===== src/rtl/sine_gen.sv =====
// DDS sine generator: 32-bit carrier and tone accumulators, PRBS keying bit, and a
// three-stage pipeline (accumulators, ROM read, output) with AM/FM/PM/ASK/FSK/PSK.
module sine_gen #(
    parameter logic [31:0] MOD_INC0 = 32'd42950,
    parameter logic [31:0] MOD_INC1 = 32'd85899,
    parameter logic [31:0] MOD_INC2 = 32'd214748,
    parameter logic [31:0] MOD_INC3 = 32'd429497,
    parameter int unsigned FM_SHIFT = 12,
    parameter int unsigned BIT_DIV  = 10000
) (
    input  logic        clk,
    input  logic        rst,
    input  logic [5:0]  flag_mod,
    input  logic [31:0] freq_c,
    output logic [7:0]  out,
    output logic [7:0]  mod_m,
    output logic        mod_sk
);

    localparam int unsigned CntW = (BIT_DIV > 1) ? $clog2(BIT_DIV) : 1;

    typedef enum logic [2:0] {
        ModeCarrier, ModeAm, ModeFm, ModePm, ModeAsk, ModeFsk, ModePsk
    } mode_e;

    // Full-wave sine from a quarter table; the negative half mirrors 255 - q except at
    // index 128, where the rounded value is 128 rather than 127.
    function automatic logic [7:0] sine_lut(input logic [7:0] idx);
        logic [6:0] j;
        logic [7:0] q;
        j = idx[6:0];
        if (j > 7'd64) j = 7'(8'd128 - {1'b0, idx[6:0]});
        case (j)
            7'd0:  q = 8'd128; 7'd1:  q = 8'd131; 7'd2:  q = 8'd134; 7'd3:  q = 8'd137;
            7'd4:  q = 8'd140; 7'd5:  q = 8'd143; 7'd6:  q = 8'd146; 7'd7:  q = 8'd149;
            7'd8:  q = 8'd152; 7'd9:  q = 8'd155; 7'd10: q = 8'd158; 7'd11: q = 8'd162;
            7'd12: q = 8'd165; 7'd13: q = 8'd167; 7'd14: q = 8'd170; 7'd15: q = 8'd173;
            7'd16: q = 8'd176; 7'd17: q = 8'd179; 7'd18: q = 8'd182; 7'd19: q = 8'd185;
            7'd20: q = 8'd188; 7'd21: q = 8'd190; 7'd22: q = 8'd193; 7'd23: q = 8'd196;
            7'd24: q = 8'd198; 7'd25: q = 8'd201; 7'd26: q = 8'd203; 7'd27: q = 8'd206;
            7'd28: q = 8'd208; 7'd29: q = 8'd211; 7'd30: q = 8'd213; 7'd31: q = 8'd215;
            7'd32: q = 8'd218; 7'd33: q = 8'd220; 7'd34: q = 8'd222; 7'd35: q = 8'd224;
            7'd36: q = 8'd226; 7'd37: q = 8'd228; 7'd38: q = 8'd230; 7'd39: q = 8'd232;
            7'd40: q = 8'd234; 7'd41: q = 8'd235; 7'd42: q = 8'd237; 7'd43: q = 8'd238;
            7'd44: q = 8'd240; 7'd45: q = 8'd241; 7'd46: q = 8'd243; 7'd47: q = 8'd244;
            7'd48: q = 8'd245; 7'd49: q = 8'd246; 7'd50: q = 8'd248; 7'd51: q = 8'd249;
            7'd52: q = 8'd250; 7'd53: q = 8'd250; 7'd54: q = 8'd251; 7'd55: q = 8'd252;
            7'd56: q = 8'd253; 7'd57: q = 8'd253; 7'd58: q = 8'd254; 7'd59: q = 8'd254;
            7'd60: q = 8'd254; 7'd61: q = 8'd255; 7'd62: q = 8'd255; 7'd63: q = 8'd255;
            default: q = 8'd255;
        endcase
        if (!idx[7] || (idx[6:0] == 7'd0)) return q;
        return 8'd255 - q;
    endfunction

    logic [31:0]     acc_c_q, acc_c_d;
    logic [31:0]     acc_m_q, acc_m_d;
    logic [6:0]      lfsr_q, lfsr_d;
    logic [CntW-1:0] cnt_q, cnt_d;
    logic [7:0]      rom_q, rom_d;
    logic [7:0]      tone_q, tone_d;
    logic            sk1_q, sk1_d;
    logic [7:0]      out_q, out_d;
    logic [7:0]      mod_m_q, mod_m_d;

    mode_e             mode;
    logic              sk;
    logic [31:0]       inc, tone_inc, fm_dev;
    logic [7:0]        rom_addr, am_out;
    logic signed [8:0] m_off, s_off;
    logic signed [17:0] s_ext, t_ext, am_prod;

    always_comb begin
        mode = ModeCarrier;
        if (flag_mod[5:4] == 2'b10) begin
            case (flag_mod[3:2])
                2'b01:   mode = ModeAm;
                2'b10:   mode = ModeFm;
                2'b11:   mode = ModePm;
                default: mode = ModeCarrier;
            endcase
        end else if (flag_mod[5:4] == 2'b11) begin
            case (flag_mod[1:0])
                2'b00:   mode = ModeAsk;
                2'b01:   mode = ModeFsk;
                2'b10:   mode = ModePsk;
                default: mode = ModeCarrier;
            endcase
        end
    end

    always_comb begin
        sk     = lfsr_q[6];
        tone_d = sine_lut(acc_m_q[31:24]);
        m_off  = $signed({1'b0, mod_m_q}) - 9'sd128;
        fm_dev = {{23{m_off[8]}}, m_off} << FM_SHIFT;

        case (mode)
            ModeFm:  inc = freq_c + fm_dev;
            ModeFsk: inc = sk ? {freq_c[30:0], 1'b0} : freq_c;
            default: inc = freq_c;
        endcase

        case (flag_mod[1:0])
            2'b00:   tone_inc = MOD_INC0;
            2'b01:   tone_inc = MOD_INC1;
            2'b10:   tone_inc = MOD_INC2;
            default: tone_inc = MOD_INC3;
        endcase

        acc_c_d = acc_c_q + inc;
        acc_m_d = acc_m_q + tone_inc;

        if (cnt_q == CntW'(BIT_DIV - 1)) begin
            cnt_d  = '0;
            lfsr_d = {lfsr_q[5:0], lfsr_q[6] ^ lfsr_q[5]};
        end else begin
            cnt_d  = cnt_q + 1'b1;
            lfsr_d = lfsr_q;
        end

        case (mode)
            ModePm:  rom_addr = acc_c_q[31:24] + tone_d - 8'd128;
            ModePsk: rom_addr = acc_c_q[31:24] + {sk, 7'b0};
            default: rom_addr = acc_c_q[31:24];
        endcase
        rom_d = sine_lut(rom_addr);
        sk1_d = sk;

        // The floored product lies in -128..126, so its low byte plus 128 is exact.
        s_off   = $signed({1'b0, rom_q}) - 9'sd128;
        s_ext   = {{9{s_off[8]}}, s_off};
        t_ext   = {10'd0, tone_q};
        am_prod = s_ext * t_ext;
        am_out  = am_prod[15:8] + 8'd128;

        case (mode)
            ModeAm:  out_d = am_out;
            ModeAsk: out_d = sk1_q ? rom_q : 8'd128;
            default: out_d = rom_q;
        endcase

        case (mode)
            ModeAm, ModeFm, ModePm:    mod_m_d = tone_q;
            ModeAsk, ModeFsk, ModePsk: mod_m_d = sk1_q ? 8'hFF : 8'h00;
            default:                   mod_m_d = 8'd128;
        endcase
    end

    always_ff @(posedge clk) begin
        if (rst) begin
            acc_c_q <= '0;
            acc_m_q <= '0;
            lfsr_q  <= 7'h7F;
            cnt_q   <= '0;
            rom_q   <= 8'd128;
            tone_q  <= 8'd128;
            sk1_q   <= 1'b1;
            out_q   <= 8'd128;
            mod_m_q <= 8'd128;
        end else begin
            acc_c_q <= acc_c_d;
            acc_m_q <= acc_m_d;
            lfsr_q  <= lfsr_d;
            cnt_q   <= cnt_d;
            rom_q   <= rom_d;
            tone_q  <= tone_d;
            sk1_q   <= sk1_d;
            out_q   <= out_d;
            mod_m_q <= mod_m_d;
        end
    end

    assign out    = out_q;
    assign mod_m  = mod_m_q;
    assign mod_sk = lfsr_q[6];

endmodule


===== config.mk =====
export PLATFORM = sky130hd
export DESIGN_NAME = sine_gen
export DESIGN_NICKNAME = d
export VERILOG_FILES = /design/src/rtl/sine_gen.sv
export SDC_FILE = /design/constraint.sdc
export NUM_CORES = 1
export LEC_CHECK = 0
export BUFFER_PORTS_ARGS = -buffer_cell sky130_fd_sc_hd__buf_2
export CAP_MARGIN = 15
export CORE_ASPECT_RATIO = 0.75
export CORE_UTILIZATION = 58
export CTS_CLUSTER_DIAMETER = 100
export DETAILED_ROUTE_END_ITERATION = 12
export HOLD_SLACK_MARGIN = 0.12
export PLACE_DENSITY = 0.79
export SLEW_MARGIN = 20
export SYNTH_ARGS = -nofsm -noshare
export SYNTH_HDL_FRONTEND = slang
export SYNTH_SLANG_ARGS = --single-unit
export TNS_END_PERCENT = 20

===== constraint.sdc =====
create_clock -name clk -period 7.1 [get_ports clk]
set_input_delay 1.42 -clock clk [delete_from_list [all_inputs] [get_ports clk]]
set_output_delay 1.42 -clock clk [all_outputs]
set_load 0.03 [all_outputs]

After elaboration in Yosys (flattened, before gate mapping)
Memory sizes are Yosys's and may differ from the RTL's.
Cells that the tools add are included.
W data, S select, Z words.
- register bits after elaboration: 118
- memory bits (read-only): 896
- bits of input ports: 40
- output and inout port bits: 17
- word-level logic and storage cells: 75
- memories: 2
- memories (memory ; words ; width ; rd ports ; clocked after Yosys merged registers in ; wr ports ; line ; text):
    (no name shown) ; 64 ; 7 ; 1 ; 0 ; 0 ; 33 ; case (j)
    (no name shown) ; 64 ; 7 ; 1 ; 0 ; 0 ; 33 ;
- add/subtract/negate cells: 14
- multipliers: 1
- order comparisons: 2
- equality and inequality tests: 14
- multiplexer cells: 22
- bitwise gates (word level): 1
- reduce and logical (&&, ||, !) cells: 10
- operator list (kind ; count):
    $add A32 B32 Y32 ; 3
    $mux W8 ; 8
    $pmux W32 S2 ; 1
    $pmux W19 S3 ; 1
    $pmux W8 S2 ; 3
    $mux W32 ; 1
    $sub A8 B8 Y9 const B ; 2
    $add A8 B8 Y8 ; 2
    $mul A9 B9 Y16 ; 1
    $sub A8 B8 Y8 const A ; 2
    $add A14 B1 Y14 const B ; 1
    $eq A14 B14 Y1 const B ; 1
    $gt A7 B7 Y1 const B ; 2
    $logic_not A7 Y1 ; 2
    $mux W7 ; 2
    $sub A1 B7 Y7 const A ; 2
    $eq A2 B2 Y1 const B ; 5
    $eq A3 B3 Y1 const B ; 3
    $pmux W3 S3 ; 1
    $add A8 B8 Y8 const B ; 1
    $sub A8 B8 Y8 const B ; 1
    $eq A3 B2 Y1 const B ; 2
    $mux W3 ; 2
    $pmux W2 S3 ; 1
    9 further kinds ; 14

Longest topological paths before layout
Gate-level depths: netlist of the first run.
An unclocked memory read counts as a cell.
- depth after elaboration: 15
- gate-level depth with buffers: 33
- gate-level depth less buffers: 30

Worst setup path before layout of the first run
No wires, ideal clock.
- path type: flip-flop to flip-flop
- start point: reg acc_m_q[24]
- end point: reg rom_q[0]
- library setup time: 0.121 ns
- arrival time: 6.469 ns
- required time: 6.979 ns
- slack: 0.510 ns
- stages on the path, launching flop included: 30
- path buffers: 3
- clock period less this slack: 6.590 ns
- cell sequence: dfxtp_1 > clkbuf_1 > inv_1 > ha_1 > or3b_1 > clkbuf_1 > o31ai_1 > mux2_2 > ha_1 > mux4_2 > nand2_1 > o21ai_1 > nand2_1 > xnor2_1 > ha_1 > inv_1 > fa_1 > xor2_1 > nand3_1 > o41ai_4 > nor2_1 > a21oi_1 > buf_2 > inv_1 > ha_1 > or3_1 > a31oi_1 > o21a_1 > o21ai_1 > mux2_2
- longest elaborated chain between the ends: 15
- elaborated cells between the ends (all ways): 26
- classes of those cells: 6 x add/sub; 2 x order compare; 11 x mux; 5 x reduce/logical; 2 x memory
- RTL lines (item ; line ; text):
    start, declared ; 57 ; logic [31:0] acc_m_q, acc_m_d;
    start signal, assigned ; 163 ; acc_m_q <= acc_m_d;
    $sub A1 B7 Y7 or $gt A7 B7 Y1 (tied branches) ; 32 ; if (j > 7'd64) j = 7'(8'd128 - {1'b0, idx[6:0]});
    $mux W7 ; 32 ;
    $mem_v2 Z64 W7 ; -- ;
    $mux W8 ; 33 ;
    $sub A8 B8 Y8 or $mux W8 (tied branches) ; 53, 52 ;
    $mux W8 (*) ; 53 ; return 8'd255 - q;
    via tone_d[2] ; 61 ; logic [7:0] tone_q, tone_d;
    $add A8 B8 Y8 (*) ; 123 ; ModePm: rom_addr = acc_c_q[31:24] + tone_d - 8'd128;
    $sub A8 B8 Y8 (*) ; 123 ;
    $pmux W8 S2 (*) ; 122 ; case (mode)
    $sub A1 B7 Y7 or $gt A7 B7 Y1 (tied branches) ; 32 ;
    $mux W7 ; 32 ;
    $mem_v2 Z64 W7 ; -- ;
    $mux W8 ; 33 ;
    $sub A8 B8 Y8 or $mux W8 (tied branches) ; 53, 52 ;
    $mux W8 (*) ; 53 ;
    end signal, assigned ; 166 ; rom_q <= rom_d;
    end, declared ; 60 ; logic [7:0] rom_q, rom_d;
The timed path passes the listed nets; every way through them passes the cells marked *. The select of a mux whose other input is x is not followed.
A chain may end at the register's enable or synchronous reset.

Final worst setup path of the first run
- start point: reg acc_m_q[25]
- end point: reg rom_q[4]
Same word-level chain as after synthesis.

==> results of run 1 <==
## power by group through the flow
| stage | Combinational, mW | Clock, mW | Sequential, mW |
|---|---|---|---|
| after global routing | 2.36 | 0.906 | 0.965 |
| after CTS | 2.08 | 0.876 | 0.947 |
| final | 2.12 | 0.865 | 0.952 |
| after global placement | 2.03 | 0 | 0.956 |
| after floorplan | 1.66 | 0 | 0.916 |
| after detailed placement | 2.05 | 0 | 0.959 |
## flip-flops by register name (all words and copies together) (netlist names)
signal,count
acc_c_q,32
acc_m_q,32
cnt_q,14
mod_m,8
out,8
rom_q,8
tone_q,8
lfsr_q,7
sk1_q,1
## final cells by class
type                            count  area (um^2)
Antenna cell                        2        5.005
Clock inverter                     13        137.6
Inverter                          115        431.7
Clock buffer                       19        442.9
Timing Repair Buffer               75        425.4
Multi-Input combinational cell   1172         8889
Tap cell                          253        316.6
Fill cell                        1684         6699
Sequential cell                   118         2362
## layer usage
| layer | vias up | wire, um | global-route usage | share of wire |
|---|---|---|---|---|
| met5 | - | 0 | 0 | 0 |
| met4 | 0 | 334 | 0.07190 | 0.012 |
| met3 | 30 | 1988 | 0.06160 | 0.070 |
| met2 | 311 | 12330 | 0.4391 | 0.43 |
| met1 | 4866 | 13750 | 0.3859 | 0.48 |
| li1 | 5182 | - | - | - |
## stage by stage
step           setup WS [ns]  power [mW]  cells  utilization  hold WS, ns
5_1_grt             0.002439       4.228   1765       0.6599       0.4804
2_1_floorplan         0.5104       2.579   1454            -       0.4303
3_3_place_gp          0.5073       2.981   1733       0.6295       0.4427
4_1_cts               0.3774       3.900   1765       0.6590       0.4655
3_5_place_dp          0.4414       3.010   1733       0.6295       0.4516
6_report              0.4287       3.941   1767       0.6601       0.4614
## Yosys cell counts, types with 27 or more instances
cell type,number,area [um^2]
a21oi_1,87,435.4
and2_1,36,225.2
clkbuf_1,40,150.1
dfxtp_1,118,2362
fa_1,55,1101
ha_1,130,1627
inv_1,114,427.9
nand2_1,120,450.4
nand3_1,33,165.2
nor2_1,148,555.5
nor2b_1,27,168.9
o21ai_0,66,330.3
xnor2_1,66,578.1
xor2_1,43,376.6
## final timing paths
kind	from	endpoint	slack [ns]	depth (start not counted)
setup / recovery	acc_m_q[25]	rom_q[4]	0.43	23
hold / removal	lfsr_q[4]	lfsr_q[4]	0.46	1
hold reg to reg	lfsr_q[4]	lfsr_q[4]	0.46	1
setup reg to reg	acc_m_q[25]	rom_q[4]	0.43	23
## logic make-up (layout without fill, tap and decap cells)
kind of cell	after synthesis	in the layout	synth area share
and+or+nand+nor	481	481	0.1951
AOI/OAI and AO/OA	348	348	0.1951
adders and majority gates	186	186	0.2309
buffers and inverters	164	222	0.05297
DFF	118	118	0.1992
xor gates and xnor gates	112	112	0.08516
muxes	45	45	0.04147
other	0	2	0
## worst max-delay path, stage by stage, from the launching register on
cell and delay, ns:
dfxtp_1 0.37, inv_1 0.13, ha_1 0.18, or3b_4 0.43, o31ai_2 0.23, mux2_2 0.43
ha_1 0.30, mux4_2 0.46, nand2_1 0.07, o21ai_1 0.05, nand2_1 0.08, xnor2_1 0.15
ha_1 0.28, ha_1 0.30, a211oi_2 0.09, or4b_4 0.54, and3_4 0.21, o31a_1 0.32
o31ai_4 0.69, nand2_1 0.21, mux2_4 0.29, or3_1 0.31, nand4_1 0.10, mux2_1 0.31
==> results.sh, run 1 <==
export IMPL_antenna_found_initial=2
export IMPL_postSynthRegisterBits=118
export IMPL_firstDrtPassIters=5
export IMPL_wire_per_inst_um=16.07
export IMPL_status="finished clean"
export IMPL_async_flop_share=0
export IMPL_clock_root_buffer="clkbuf_16"
export IMPL_ys_warn_count=0
export IMPL_p_clk_frac=0.219
export IMPL_overflow=0
export IMPL_numCtsBuffers=17
export IMPL_insertion_delay_ns=0.43
export IMPL_worst_endpoint_required_ns=7.41
export IMPL_hold_viol_final=0
export IMPL_post_cts_buffers=0
export IMPL_synth_flop_cell="dfxtp_1"
export IMPL_stdcell_area_um2=13010
export IMPL_hold_path_class="reg2reg"
export IMPL_dp_hpwl_mm=21.62
export IMPL_holdBufCountCts=0
export IMPL_synth_nets=1679
export IMPL_combPwrFrac=0.539
export IMPL_ant_nets=0
export IMPL_power_switching_share=0.4346
export IMPL_crit_fanout=19
export IMPL_start_util=0.6016
export IMPL_yosysUniqueCellTypes=79
export IMPL_core_um2=19710
export IMPL_slew_headroom=0.4111
export IMPL_layout_min_cycle_time_ns=6.671
export IMPL_first_iter_violations=689
export IMPL_drive_gt1_frac=0.09921
export IMPL_crit_type="reg2reg"
export IMPL_crit_path_end_kind="flop"
export IMPL_vias_per_cell=5.879
export IMPL_gr_usage_all_layers=0.2788
export IMPL_die_width_um=167.1
export IMPL_worstMarginPinSlew_ns=0.8803
export IMPL_clockBufferDepth=2
export IMPL_path_clk_slew_ns=0.06
export IMPL_layout_commonest_cell="nor2_1"
export IMPL_rsz0062_at_grt="no"
export IMPL_fp_row_count=44
export IMPL_cp_start_kind="flop"
export IMPL_first_global_vias=9857
export IMPL_final_setup_viol_count=0
export IMPL_clock_sinks=118
export IMPL_syn_area_per_cell_um2=8.154
export IMPL_final_nets=1724
export IMPL_p_leak_nw=6.137
export IMPL_peakVddDrop_mv=0.1767
export IMPL_finalMaxSlewViolations=0
export IMPL_die_y_um=125.8
export IMPL_io_buffers=56
export IMPL_cap_violations=0
export IMPL_power_density_nw_per_um2=302.9
export IMPL_cts_tree="built"
export IMPL_place_area_um2=12410
export IMPL_grt_max_degree=70
export IMPL_dieArea_um2=21020
export IMPL_seqPwrFrac=0.241
export IMPL_fin_crit_sh=0.9396
export IMPL_syn_to_final_growth_pct=9.730
export IMPL_syn_area_um2=11860
export IMPL_grt_pass1_wl_mm=47.70
export IMPL_routed_wl_mm=28.40
export IMPL_netlist_instances=1454
export IMPL_place_gp_congestion=0.9729
export IMPL_layout_common_cells="nor2_1, ha_1, nand2_1, dfxtp_1, inv_1"
export IMPL_p_int_mw=2.229
export IMPL_fmax_ghz=0.1499
export IMPL_fin_setup_tns_ns=0
export IMPL_num_io_pins=57
export IMPL_htreeDepth=4
export IMPL_vias=10390
export IMPL_synth_edf_count=0
export IMPL_worst_endpoint_arrival_ns=6.98
export IMPL_cts_resized=0
export IMPL_post_route_drc_count=0
export IMPL_p_sw_mw=1.713
export IMPL_seq_area_frac_synth=0.1992
export IMPL_skew_ns=0.01243
Note: power is estimated with default switching activity, not from simulation.
==> run 2, diff against run 1 <==
ABC_AREA = 1   (was unset)
==> results.sh, run 2 <==
export IMPL_status="finished clean"
export IMPL_reg2regPathDepth=40
export IMPL_synth_fa_ha_area_frac=0.2197
export IMPL_num_io_pins=57
export IMPL_grt_max_degree=41
export IMPL_grt_pass1_wl_mm=53.23
export IMPL_crit_top_cell="nand2_1"
export IMPL_seq_area_frac_synth=0.1903
export IMPL_synth_top_area_frac=0.1903
export IMPL_synth_compound_area_frac=0.1942
export IMPL_hold_path_class="reg2reg"
export IMPL_layout_commonest_cell="nand2_1"
export IMPL_power_density_nw_per_um2=301.4
export IMPL_crit_path_end_kind="flop"
export IMPL_skew_ns=0.01109
export IMPL_path_clk_slew_ns=0.06
export IMPL_fin_setup_tns_ns=0
export IMPL_clock_sinks=118
export IMPL_slowest_stage="xor2_1"
export IMPL_cts_resized=0
export IMPL_cp_start_kind="flop"
export IMPL_vias=12530
export IMPL_dieArea_um2=22000
export IMPL_syn_to_final_growth_pct=8.829
export IMPL_die_width_um=170.9
export IMPL_first_iter_violations=1229
export IMPL_die_y_um=128.7
export IMPL_hold_viol_final=0
export IMPL_fp_row_count=45
export IMPL_routed_wl_mm=32.19
export IMPL_cap_violations=0
export IMPL_synth_nets=2116
export IMPL_gr_usage_all_layers=0.3001
export IMPL_largestRegisters="acc_c_q (32), acc_m_q (32), cnt_q (14)"
export IMPL_synth_area_leader_cell="dfxtp_1"
export IMPL_worstHoldStart="cnt_q[0]"
export IMPL_insertion_delay_ns=0.43
export IMPL_core_um2=20610
export IMPL_clockBufferDepth=2
export IMPL_regToRegSetupSlack_ns=0.87
export IMPL_synth_area_mux_share=0
export IMPL_crit_type="reg2reg"
export IMPL_antenna_found_initial=0
export IMPL_io_buffers=56
export IMPL_rsz0062_at_grt="no"
export IMPL_p_leak_nw=7.061
export IMPL_clock_root_buffer="clkbuf_16"
export IMPL_synth_top_family_by_area="simple AND/OR/NAND/NOR gates"
export IMPL_overflow=0
export IMPL_pre_cts_slack_ns=0.8522
export IMPL_hold_depth=1
export IMPL_max_stage_delay_ns=0.63
export IMPL_async_flop_share=0
export IMPL_reg2reg_from="acc_m_q[24]"
export IMPL_fin_crit_sh=0.8773
export IMPL_place_gp_congestion=1.004
export IMPL_synth_most_common_cell="nand2_1"
export IMPL_synthTopCellsByArea="dfxtp_1, ha_1, nand2_1"
export IMPL_synth_edf_count=0
export IMPL_htreeDepth=4
export IMPL_synth_xor_area_share=0.01844
export IMPL_vias_per_cell=5.648
export IMPL_finalMaxSlewViolations=0
export IMPL_syn_area_um2=12410
export IMPL_numCtsBuffers=17
export IMPL_post_cts_buffers=0
export IMPL_drive_gt1_frac=0.07021
export IMPL_ys_warn_count=0
export IMPL_first_global_vias=11300
export IMPL_wire_per_inst_um=14.51
export IMPL_fmax_ghz=0.1605
export IMPL_slew_headroom=0.4770
export IMPL_worst_slack_ns=0.8712
export IMPL_yosysUniqueCellTypes=51
export IMPL_worstMarginPinSlew_ns=0.7819
export IMPL_dp_hpwl_mm=24.84
export IMPL_firstDrtPassIters=5
export IMPL_post_route_drc_count=0
export IMPL_syn_area_per_cell_um2=6.565
export IMPL_cts_tree="built"
export IMPL_fillers=1882
export IMPL_synth_common_cells="nand2_1, inv_1, a21oi_1"
export IMPL_ant_nets=0
export IMPL_holdBufCountCts=0
export IMPL_finalHoldWorstSlack_ns=0.4472
export IMPL_synth_flop_cell="dfxtp_1"
export IMPL_start_util=0.6024
export IMPL_antenna_cells=0
export IMPL_layout_min_cycle_time_ns=6.229
export IMPL_synth_simple_area_share=0.2619
export IMPL_final_setup_viol_count=0
export IMPL_layout_common_cells="nand2_1, inv_1, a21oi_1, nor2_1, o21ai_0"
export IMPL_min_to="cnt_q[0]"
export IMPL_worst_endpoint_required_ns=7.47
export IMPL_worst_endpoint_arrival_ns=6.60
export IMPL_crit_fanout=11
export IMPL_r2r_end="rom_q[0]"
export IMPL_netlist_instances=1891
export IMPL_postSynthRegisterBits=118
export IMPL_final_nets=2150
export IMPL_peakVddDrop_mv=0.1595
[run 2: changes by cell type after synthesis, moves of 24 or more]
cell	before	now
nand2_1	120	409
inv_1	114	313
a21oi_1	87	188
o21ai_0	66	146
nand3_1	33	100
xnor2_1	66	10
and2_1	36	2
xor2_1	43	13
nor2b_1	27	0
mux2i_1	24	0
[run 2: worst max-delay path: cells and delay by family, from the launching register on]
family | cells | cell delay (ns)
DFF | 1 | 0.54
adders and majority gates | 5 | 1.55
AOI/OAI and AO/OA | 3 | 0.33
buffers and inverters | 8 | 0.92
xor gates and xnor gates | 1 | 0.63
and+or+nand+nor | 23 | 2.19
[run 2: worst max path at each step]
| stage | cells after the start | end | startpoint |
|---|---|---|---|
| after detailed placement | 26 | acc_c_q[22] | flag_mod[0] |
| final | 40 | rom_q[0] | acc_m_q[24] |
| after CTS | 40 | rom_q[0] | acc_m_q[24] |
| after global placement | 26 | acc_c_q[22] | flag_mod[0] |
| after floorplan | 41 | rom_q[1] | acc_m_q[24] |
| after global routing | 43 | rom_q[0] | acc_m_q[24] |
[run 2: logic make-up after synthesis]
logic type	Yosys count
AOI/OAI and AO/OA	433
buffers and inverters	370
adders and majority gates	185
DFF	118
and+or+nand+nor	761
xor gates and xnor gates	24
[run 2: through the flow]
step / utilization / std cells / area, um^2 / power [mW]
2_1_floorplan: - / 1891 / 12410 / 2.612
3_3_place_gp: 0.6244 / 2188 / 12870 / 3.007
3_5_place_dp: 0.6244 / 2188 / 12870 / 3.047
4_1_cts: 0.6556 / 2219 / 13510 / 4.035
5_1_grt: 0.6556 / 2219 / 13510 / 4.409
6_report: 0.6556 / 2219 / 13510 / 4.072
[run 2: layer usage]
metal / GRT usage / wire [um] / vias up / part of all wire
li1: - / - / 6262 / -
met1: 0.4281 / 15240 / 5717 / 0.47
met2: 0.4711 / 13850 / 496 / 0.43
met3: 0.04860 / 2453 / 59 / 0.076
met4: 0.07721 / 639 / 0 / 0.020
met5: 0 / 0 / - / 0
[run 2: where the power goes]
part	total [mW]	switching (mW)	internal [mW]
clock network	0.970	0.337	0.633
registers	0.955	0.144	0.811
logic	2.15	1.41	0.735
total	4.07	1.89	2.18
[run 2: final cells by class]
cell class | instances | area [um^2] | area share
clock buffers | 20 | 446.7 | 0.03306
repair buffers | 60 | 310.3 | 0.02297
flip-flops and latches | 118 | 2362 | 0.1748
multi-input cells | 1403 | 8620 | 0.6380
inverters | 325 | 1222 | 0.09048
clock inverters | 11 | 196.4 | 0.01454
well taps | 282 | 352.8 | 0.02612
